**src/rtl/audioport_pkg.sv**
```systemverilog
// Shared audio-port constants, command codes and the playback sequencer state type.
package audioport_pkg;

  localparam int AUDIO_BUFFER_SIZE = 32;

  // clk cycles per sample, assuming a 24.576 MHz system clock
  localparam int CLK_DIV_48000  = 512;
  localparam int CLK_DIV_96000  = 256;
  localparam int CLK_DIV_192000 = 128;

  localparam int STATUS_PLAY    = 0;
  localparam int STATUS_CLR_ERR = 1;
  localparam int STATUS_CFG_ERR = 2;
  localparam int STATUS_IRQ_ERR = 3;
  localparam int STATUS_CMD_ERR = 4;

  localparam logic [31:0] CMD_CLR    = 32'd1;
  localparam logic [31:0] CMD_CFG    = 32'd2;
  localparam logic [31:0] CMD_START  = 32'd4;
  localparam logic [31:0] CMD_STOP   = 32'd5;
  localparam logic [31:0] CMD_IRQACK = 32'd6;

  typedef enum logic {
    SEQ_IDLE = 1'b0,
    SEQ_PLAY = 1'b1
  } seq_state_t;

  function automatic logic [7:0] sat_inc8(input logic [7:0] v);
    return (v == 8'hFF) ? v : v + 8'd1;
  endfunction

endpackage

```
**src/rtl/sample_tick_gen.sv**
```systemverilog
// Loadable down-counter producing a one-cycle tick every div_in clk cycles while enabled.
module sample_tick_gen #(
  parameter int DIV_BITS = 32
) (
  input  logic                clk,
  input  logic                rst_n,
  input  logic                en_in,
  input  logic                hold_in,
  input  logic                load_in,
  input  logic [DIV_BITS-1:0] div_in,
  output logic                tick_out
);

  logic [DIV_BITS-1:0] cnt_q, cnt_d;
  logic [DIV_BITS-1:0] reload_val;

  assign reload_val = div_in - DIV_BITS'(1);

  // The tick depends only on the registered count, so a hold in the tick cycle still lets it out.
  always_comb begin
    tick_out = en_in && (cnt_q == '0);
    cnt_d    = cnt_q;
    if (load_in) begin
      cnt_d = reload_val;
    end else if (en_in && !hold_in) begin
      cnt_d = tick_out ? reload_val : cnt_q - DIV_BITS'(1);
    end
  end

  always_ff @(posedge clk) begin
    if (!rst_n) begin
      cnt_q <= '0;
    end else begin
      cnt_q <= cnt_d;
    end
  end

endmodule

```
**src/rtl/abuf_play_sequencer.sv**
```systemverilog
// Ping-pong audio buffer playback sequencer: sample tick, stereo read index, buffer swap and IRQ.
// Optional macro UNDERRUN_COUNT_EN adds underrun_cnt_out, a saturating count of missed buffers.
module abuf_play_sequencer #(
  parameter int AUDIO_BUFFER_SIZE = audioport_pkg::AUDIO_BUFFER_SIZE,
  parameter int DIV_BITS          = 32
) (
  input  logic                                   clk,
  input  logic                                   rst_n,
  input  logic                                   start_in,
  input  logic                                   stop_in,
  input  logic                                   clr_in,
  input  logic                                   cfg_in,
  input  logic                                   irqack_in,
  input  logic [DIV_BITS-1:0]                    clk_div_in,
  output logic                                   play_out,
  output logic                                   tick_out,
  output logic                                   abuf_sel_out,
  output logic [$clog2(2*AUDIO_BUFFER_SIZE)-1:0] abuf_word_out,
  output logic                                   irq_out,
  output logic                                   clr_err_out,
  output logic                                   cfg_err_out,
  output logic                                   irq_err_out,
  output logic                                   cmd_err_out
`ifdef UNDERRUN_COUNT_EN
  ,
  output logic [7:0]                             underrun_cnt_out
`endif
);

  import audioport_pkg::seq_state_t;
  import audioport_pkg::SEQ_IDLE;
  import audioport_pkg::SEQ_PLAY;
`ifdef UNDERRUN_COUNT_EN
  import audioport_pkg::sat_inc8;
`endif

  localparam int IDX_W  = $clog2(AUDIO_BUFFER_SIZE);
  localparam int WORD_W = $clog2(2*AUDIO_BUFFER_SIZE);

  seq_state_t       state_q, state_d;
  logic [IDX_W-1:0] idx_q, idx_d;
  logic             sel_q, sel_d;
  logic             irq_q, irq_d;
  logic             clr_err_q, clr_err_d;
  logic             cfg_err_q, cfg_err_d;
  logic             irq_err_q, irq_err_d;
  logic             cmd_err_q, cmd_err_d;
`ifdef UNDERRUN_COUNT_EN
  logic [7:0]       urun_q, urun_d;
`endif

  logic       tick, load, hold, irq_set;
  logic [2:0] strobe_cnt;
  logic       multi;
  logic       start_acc, stop_acc, clr_acc, cfg_acc, irqack_acc;

  // Commands arriving together are ambiguous, so none of them is acted on.
  assign strobe_cnt = 3'(start_in) + 3'(stop_in) + 3'(clr_in) + 3'(cfg_in) + 3'(irqack_in);
  assign multi      = strobe_cnt > 3'd1;
  assign start_acc  = start_in  && !multi;
  assign stop_acc   = stop_in   && !multi;
  assign clr_acc    = clr_in    && !multi;
  assign cfg_acc    = cfg_in    && !multi;
  assign irqack_acc = irqack_in && !multi;

  sample_tick_gen #(
    .DIV_BITS(DIV_BITS)
  ) u_tick_gen (
    .clk      (clk),
    .rst_n    (rst_n),
    .en_in    (state_q == SEQ_PLAY),
    .hold_in  (hold),
    .load_in  (load),
    .div_in   (clk_div_in),
    .tick_out (tick)
  );

  always_comb begin
    state_d   = state_q;
    idx_d     = idx_q;
    sel_d     = sel_q;
    irq_d     = irq_q;
    clr_err_d = clr_err_q;
    cfg_err_d = cfg_err_q;
    irq_err_d = irq_err_q;
    cmd_err_d = cmd_err_q;
`ifdef UNDERRUN_COUNT_EN
    urun_d    = urun_q;
`endif
    load      = 1'b0;
    hold      = 1'b0;
    irq_set   = 1'b0;

    if (multi)      cmd_err_d = 1'b1;
    if (irqack_acc) irq_d     = 1'b0;

    case (state_q)
      SEQ_IDLE: begin
        if (start_acc) begin
          state_d = SEQ_PLAY;
          load    = 1'b1;
          idx_d   = '0;
          sel_d   = 1'b0;
        end
        if (clr_acc) begin
          clr_err_d = 1'b0;
          cfg_err_d = 1'b0;
          irq_err_d = 1'b0;
          cmd_err_d = 1'b0;
          irq_d     = 1'b0;
          idx_d     = '0;
          sel_d     = 1'b0;
`ifdef UNDERRUN_COUNT_EN
          urun_d    = '0;
`endif
        end
      end
      SEQ_PLAY: begin
        if (start_acc) cmd_err_d = 1'b1;
        if (clr_acc)   clr_err_d = 1'b1;
        if (cfg_acc)   cfg_err_d = 1'b1;
        if (stop_acc) begin
          state_d = SEQ_IDLE;
          hold    = 1'b1;
        end
        // A tick coinciding with stop still advances the index and may swap buffers.
        if (tick) begin
          if (idx_q == IDX_W'(AUDIO_BUFFER_SIZE-1)) begin
            idx_d   = '0;
            sel_d   = !sel_q;
            irq_set = 1'b1;
          end else begin
            idx_d = idx_q + IDX_W'(1);
          end
        end
      end
      default: state_d = SEQ_IDLE;
    endcase

    // Applied last so a buffer-drained set beats a same-cycle acknowledge.
    if (irq_set) begin
      irq_d = 1'b1;
      if (irq_q) begin
        irq_err_d = 1'b1;
`ifdef UNDERRUN_COUNT_EN
        urun_d    = sat_inc8(urun_q);
`endif
      end
    end
  end

  always_ff @(posedge clk) begin
    if (!rst_n) begin
      state_q   <= SEQ_IDLE;
      idx_q     <= '0;
      sel_q     <= 1'b0;
      irq_q     <= 1'b0;
      clr_err_q <= 1'b0;
      cfg_err_q <= 1'b0;
      irq_err_q <= 1'b0;
      cmd_err_q <= 1'b0;
`ifdef UNDERRUN_COUNT_EN
      urun_q    <= '0;
`endif
    end else begin
      state_q   <= state_d;
      idx_q     <= idx_d;
      sel_q     <= sel_d;
      irq_q     <= irq_d;
      clr_err_q <= clr_err_d;
      cfg_err_q <= cfg_err_d;
      irq_err_q <= irq_err_d;
      cmd_err_q <= cmd_err_d;
`ifdef UNDERRUN_COUNT_EN
      urun_q    <= urun_d;
`endif
    end
  end

  assign play_out      = (state_q == SEQ_PLAY);
  assign tick_out      = tick;
  assign abuf_sel_out  = sel_q;
  assign abuf_word_out = WORD_W'({idx_q, 1'b0});
  assign irq_out       = irq_q;
  assign clr_err_out   = clr_err_q;
  assign cfg_err_out   = cfg_err_q;
  assign irq_err_out   = irq_err_q;
  assign cmd_err_out   = cmd_err_q;
`ifdef UNDERRUN_COUNT_EN
  assign underrun_cnt_out = urun_q;
`endif

endmodule

```
**config.mk**
```make
export PLATFORM = sky130hd
export DESIGN_NAME = abuf_play_sequencer
export DESIGN_NICKNAME = d
export VERILOG_FILES = /design/src/rtl/audioport_pkg.sv /design/src/rtl/sample_tick_gen.sv /design/src/rtl/abuf_play_sequencer.sv
export SDC_FILE = /design/constraint.sdc
export NUM_CORES = 1
export LEC_CHECK = 0
export CAP_MARGIN = 20
export CORE_MARGIN = 2
export CORE_UTILIZATION = 58
export DETAILED_ROUTE_END_ITERATION = 16
export PLACE_DENSITY = 0.84
export REMOVE_ABC_BUFFERS = 1
export SYNTH_ARGS = -nofsm -noshare
export SYNTH_HDL_FRONTEND = slang
export SYNTH_SLANG_ARGS = --single-unit
```
**constraint.sdc**
```tcl
create_clock -name clk -period 8.6 [get_ports clk]
set_input_delay 1.72 -clock clk [delete_from_list [all_inputs] [get_ports clk]]
set_output_delay 1.72 -clock clk [all_outputs]
set_load 0.05 [all_outputs]
```
* Word-level counts from Yosys, hierarchy flattened
Cells that the tools add are included.
** Storage, ports and cells
- Bits in registers :: 44
- Input bits :: 39
- Word-level logic and storage cells :: 80
** Cells by class
- $add $sub $neg :: 7
- $lt $le $gt $ge :: 1
- Equal/unequal tests :: 7
- Muxes and demuxes :: 39
- Bitwise gates (word level) :: 1
- Reductions and logical operators :: 16
** Operators by type and width (count)
- $mux 32 :: 3
- $sub 32x1->32 const B :: 2
- $logic_not 32->1 :: 1
- $mux 1 :: 26
- $mux 5 :: 4
- $pmux 1 s2 :: 5
- $pmux 5 s2 :: 1
- $logic_and 1x1->1 :: 7
- $add 3x1->3 :: 2
- $ne 2x1->1 const B :: 3
- $reduce_and 2->1 :: 3
- $add 5x1->5 const B :: 1
- $eq 5x5->1 const B :: 1
- $ne 2x2->1 const B :: 2
- $add 2x1->3 :: 1
- $gt 3x1->1 const B :: 1
- $logic_not 1->1 :: 3
- $ne 3x3->1 const B :: 1
- $reduce_and 3->1 :: 1
- $add 1x1->2 :: 1
- $reduce_bool 2->1 :: 1
- $not 1->1 :: 1

* Logic depth before layout (Yosys ltp)
- Word-level depth :: 13
- Gate-level depth with buffers :: 13

* By module
From an unflattened synthesis, not the netlist that was laid out.
** Second synthesis, totals
- Cells, all modules :: 432
- Area total of the unflattened synthesis :: 3300.7 um^2
** By module, submodules not included
- sample_tick_gen :: times used 1, cells each 355, area each 2641.3 um^2, sequential area each 640.6 um^2
- abuf_play_sequencer :: times used 1, cells each 77, area each 659.4 um^2, sequential area each 240.2 um^2

* Worst setup path before layout
OpenSTA, ideal clock, no wires.
- Path kind :: register to output
- Start :: reg u_tick_gen.cnt_q[0]
- End :: out tick_out
- Arrival time :: 2891 ps
- Path slack :: 3989 ps
- Cell stages (with the launch flop) :: 7
- Buffers on the path :: 1
- Cell sequence :: dfxtp_1 -> inv_1 -> ha_1 -> or4b_4 -> or4_4 -> clkbuf_1 -> nor3_1
** Between the ends
- Cells in the longest elaborated chain, start to end :: 2
** Ends and longest elaborated chain
- start: declaration :: line sample_tick_gen.sv:14 : logic [DIV_BITS-1:0] cnt_q, cnt_d;
- start signal: assignment :: line sample_tick_gen.sv:34 : cnt_q <= cnt_d;
- $logic_not 32->1 :: line sample_tick_gen.sv:21 : tick_out = en_in && (cnt_q == '0);
- $logic_and 1x1->1 :: line sample_tick_gen.sv:21
- end: declaration :: line abuf_play_sequencer.sv:16 : output logic tick_out,
No other way between the ends.

* Final worst setup path
- Start :: in start_in
- End :: reg u_tick_gen.cnt_q[30]
** Between the ends
- Cells in the longest elaborated chain, start to end :: 12
- Elaborated cells between the ends (all ways) :: 16
- Those cells by class :: add/sub: 4; order compare: 1; mux: 5; reduce/logical: 6
** Ends and longest elaborated chain
- start: declaration :: line abuf_play_sequencer.sv:9 : input logic start_in,
- $add 1x1->2 :: line abuf_play_sequencer.sv:58 : assign strobe_cnt = 3'(start_in) + 3'(stop_in) + 3'(clr_in) + 3'(cfg_in) + 3'(irqack_in);
- $add 2x1->3 :: line abuf_play_sequencer.sv:58
- $add 3x1->3 (2 in a row) :: line abuf_play_sequencer.sv:58
- $gt 3x1->1 :: line abuf_play_sequencer.sv:59 : assign multi = strobe_cnt > 3'd1;
- $logic_not 1->1 :: line abuf_play_sequencer.sv:60, abuf_play_sequencer.sv:61
- $logic_and 1x1->1 :: line abuf_play_sequencer.sv:61 : assign stop_acc = stop_in && !multi;
- $mux 1 :: line abuf_play_sequencer.sv:122 : if (stop_acc) begin
- $mux 1 :: line abuf_play_sequencer.sv:97 : case (state_q)
- $logic_not 1->1 :: line sample_tick_gen.sv:25 : end else if (en_in && !hold_in) begin
- $logic_and 1x1->1 :: line sample_tick_gen.sv:25
- $reduce_bool 2->1 (no line)
Several ways; a longest one is shown, not always the timed one.
A chain may end at the register's enable or synchronous reset.

==> summary.txt <==
Synth
  – Synth cell types: 53
  – Mean post-synth cell area: 7.50 um2
  – Netlist Area Pre-Place: 3250 um2
  – Seq/Total Area, Yosys: 27.1%
  – Ys async rst share: 0%
  – Post-synth EDFFs: 0
  – Top_reg_cell synth: dfxtp_1
  – Yosys Warn Count: 0
  – Synthesized flop and latch total: 44
  – Synth Instances: 434

CTS
  – CTS tree: yes
  – Hold_buf cts: 0
  – Later-pin clock latency in the skew report: 0.30 ns
  – Post-CTS Resized: 0
  – Max clock buf depth: 2
  – Post-CTS setup repair buffer count: 0
  – CTS buffer count: 5
  – H-tree depth: 2
  – Worst-path clk slew: 0.09 ns
  – Clock Root Buffer: clkbuf_8
  – Clock sink total: 44

Timing
  – RSZ-0062 raised after global routing: no
  – Final period utilization: 65.3%
  – Final setup vio count: 0
  – Final WS setup: 2.99 ns
  – Relative slew slack: 42.0%
  – Max Clock Freq: 0.178 GHz
  – Setup TNS: 0 ns
  – Final Critical Period: 5.61 ns
  – Final slew viol count: 0
  – Final Hold Fails: 0
  – Clock skew: 0.0148 ns
  – Tightest Pin Transition: 0.870 ns

Cells and area
  – Layout area overhead: 18.6%
  – Area of the multi-input gates: 2210 um2
  – Nets@finish: 515
  – Ratio of cells with drive above 1 in the final layout: 5.10%
  – Most frequent cells in the layout: clkdlybuf4s50_1, nand2_1, dfxtp_1
  – Ant. Diodes: 0
  – Filler Cell Count: 461
  – Layout Cells excl Fill: 543
  – Reg area: 881 um2
  – Commonest non-fill, non-tap cell in the layout: clkdlybuf4s50_1

Global routing
  – Initial antenna violation count: 0
  – Largest net degree at the start of global routing: 41
  – First-pass GRT wire length: 14.5 mm
  – GRT Residual Overflow: 0
  – Tot GR Track Use: 28.6%
  – Vias in the first global route: 3041

Run
  – Maxcap violations: 0

Floorplanning
  – DIE AREA: 6230 um2
  – Core Region: 5470 um2
  – Starting density of the core: 59.5%
  – Die width: 78.9 um
  – Row count: 27
  – I/O pin cnt: 53
  – Die Y: 78.9 um

Worst setup path
  – Worst Path Max Fanout: 21
  – Delay-heaviest family, CP: buffers and inverters
  – R2R Path Start: u_tick_gen.cnt_q[0]
  – Arrival time at the worst endpoint: 5.85 ns
  – CP max stage cell: inv_1
  – Worst setup path category: primary input to register
  – Setup crit start: start_in
  – Critical Path Sink Type: register
  – Crit-path cells: clkdlybuf4s50_1 > inv_1 > fa_1 > inv_1 > ha_1 > nand2_1 > and4_1 > a21o_1 > nand2_1 > inv_1 > o21ai_0 > o21ai_0
  – Worst setup SP type: primary input
  – Buf+Inv Stages, Crit Path: 4
  – Max stage delay on crit path: 0.58 ns
  – Worst EP required: 8.84 ns
  – Crit path top cell by count: inv_1

Routing
  – DRC Markers: 0
  – First-pass DRT Iterations: 7
  – DR vias/cell: 6.41
  – Initial DRC Count: 333
  – Final WL: 8.95 mm
  – WL/cell: 16.5 um
  – Post-route antenna net violation count: 0
  – Via count: 3482

Power
  – Tot Pwr: 881 uW
  – Pwr/cell area: 228 nW/um2
  – P_leak: 0.00142 uW
  – Max VDD drop: 0.158 mV

Placed design
  – DP HPWL: 6.44 mm
  – Placer Congestion: 0.843
  – Port bufs: 51
  – Dpl ws: 2.76 ns
  – DP Cell Count: 535

Status
  – Status: completed

Min path
  – Hold Startpoint: irq_err_out
  – HP Class: register to register
## power breakdown
group	switching, uW	internal (uW)
Clock	74.8	64.3
Sequential	33.3	233
Combinational	283	192
Total	391	490
## Yosys cell counts (2+ instances only)
cell,n,area (um2)
nor3b_1,3,22.5
a21o_1,3,22.5
nor2_1,36,135
inv_1,13,48.8
a31oi_1,4,25.0
mux2i_1,14,140
a21oi_1,28,140
nor2b_1,5,31.3
clkbuf_1,20,75.1
ha_1,5,62.6
dfxtp_1,44,881
nor4_1,20,125
nand4_1,6,37.5
or3_1,15,93.8
o21ai_0,24,120
xor2_1,16,140
and3_1,2,12.5
a32o_1,10,100
a22oi_1,2,15.0
or4_1,9,67.6
nand2_1,44,165
xnor2_1,12,105
nand2b_1,5,31.3
o22ai_1,12,75.1
nand4b_1,4,35.0
o211ai_1,4,30.0
nor3_1,26,130
buf_4,3,22.5
nand3_1,15,75.1
mux2_2,5,56.3
or2_2,3,18.8
## flip-flops by register name, indices dropped and copies added, names as in the netlist
register	count
idx_q	5
u_tick_gen.cnt_q	32
clr_err_out	1
irq_out	1
abuf_sel_out	1
irq_err_out	1
cfg_err_out	1
cmd_err_out	1
play_out	1
## metrics by stage
stage	instance area, um2	util, %	hold slack [ns]
6_report	3860	70.5	0.477
5_1_grt	3860	70.5	0.504
4_1_cts	3860	70.5	0.476
3_5_place_dp	3770	68.8	0.465
3_3_place_gp	3770	68.8	0.443
2_1_floorplan	3140	-	0.443
## area by class of cell
cell class | instances | area share, %
multi-input combinational | 351 | 57.2
inverter | 13 | 1.26
tap | 72 | 2.33
clock inverter | 2 | 0.259
sequential | 44 | 22.8
timing repair buffer | 55 | 14.0
clock buffer | 6 | 2.14
## worst register-to-register path: cells and delay by family, from the launching register on
family | cells | cell delay (ns)
adders and majority gates | 1 | 0.20
and+or+nand+nor | 4 | 2.07
DFF | 1 | 0.36
buffers and inverters | 2 | 0.48
AOI/OAI and AO/OA | 1 | 0.20
muxes | 1 | 0.41
## per-layer routing
layer | share of wire [%] | GRT usage [%] | wire, um | vias to the layer above
li1 | - | - | - | 1680
met1 | 43 | 38.7 | 3880 | 1640
met2 | 48 | 47.4 | 4320 | 146
met3 | 6.6 | 5.45 | 587 | 16
met4 | 1.8 | 7.07 | 159 | 0
met5 | 0 | 0 | 0 | -
## worst paths after layout
kind                           to  slack, ns  cells after the start
max          u_tick_gen.cnt_q[30]       2.99                     12
min                   irq_err_out       0.48                      2
max reg2reg  u_tick_gen.cnt_q[13]       4.78                      9
min reg2reg           irq_err_out       0.48                      2
## cell families after synthesis
| logic type | Yosys count | synth area share (%) |
|---|---|---|
| AND/OR/NAND/NOR | 203 | 33.3 |
| AO/OA/AOI/OAI | 94 | 18.3 |
| flip-flops | 44 | 27.1 |
| buffers and inverters | 39 | 5.11 |
| XOR/XNOR | 28 | 7.54 |
| multiplexers | 19 | 6.04 |
| adder cells (fa/ha/maj) | 6 | 2.54 |
| other | 1 | 0.115 |
Note: power is estimated with default switching activity, not from simulation.
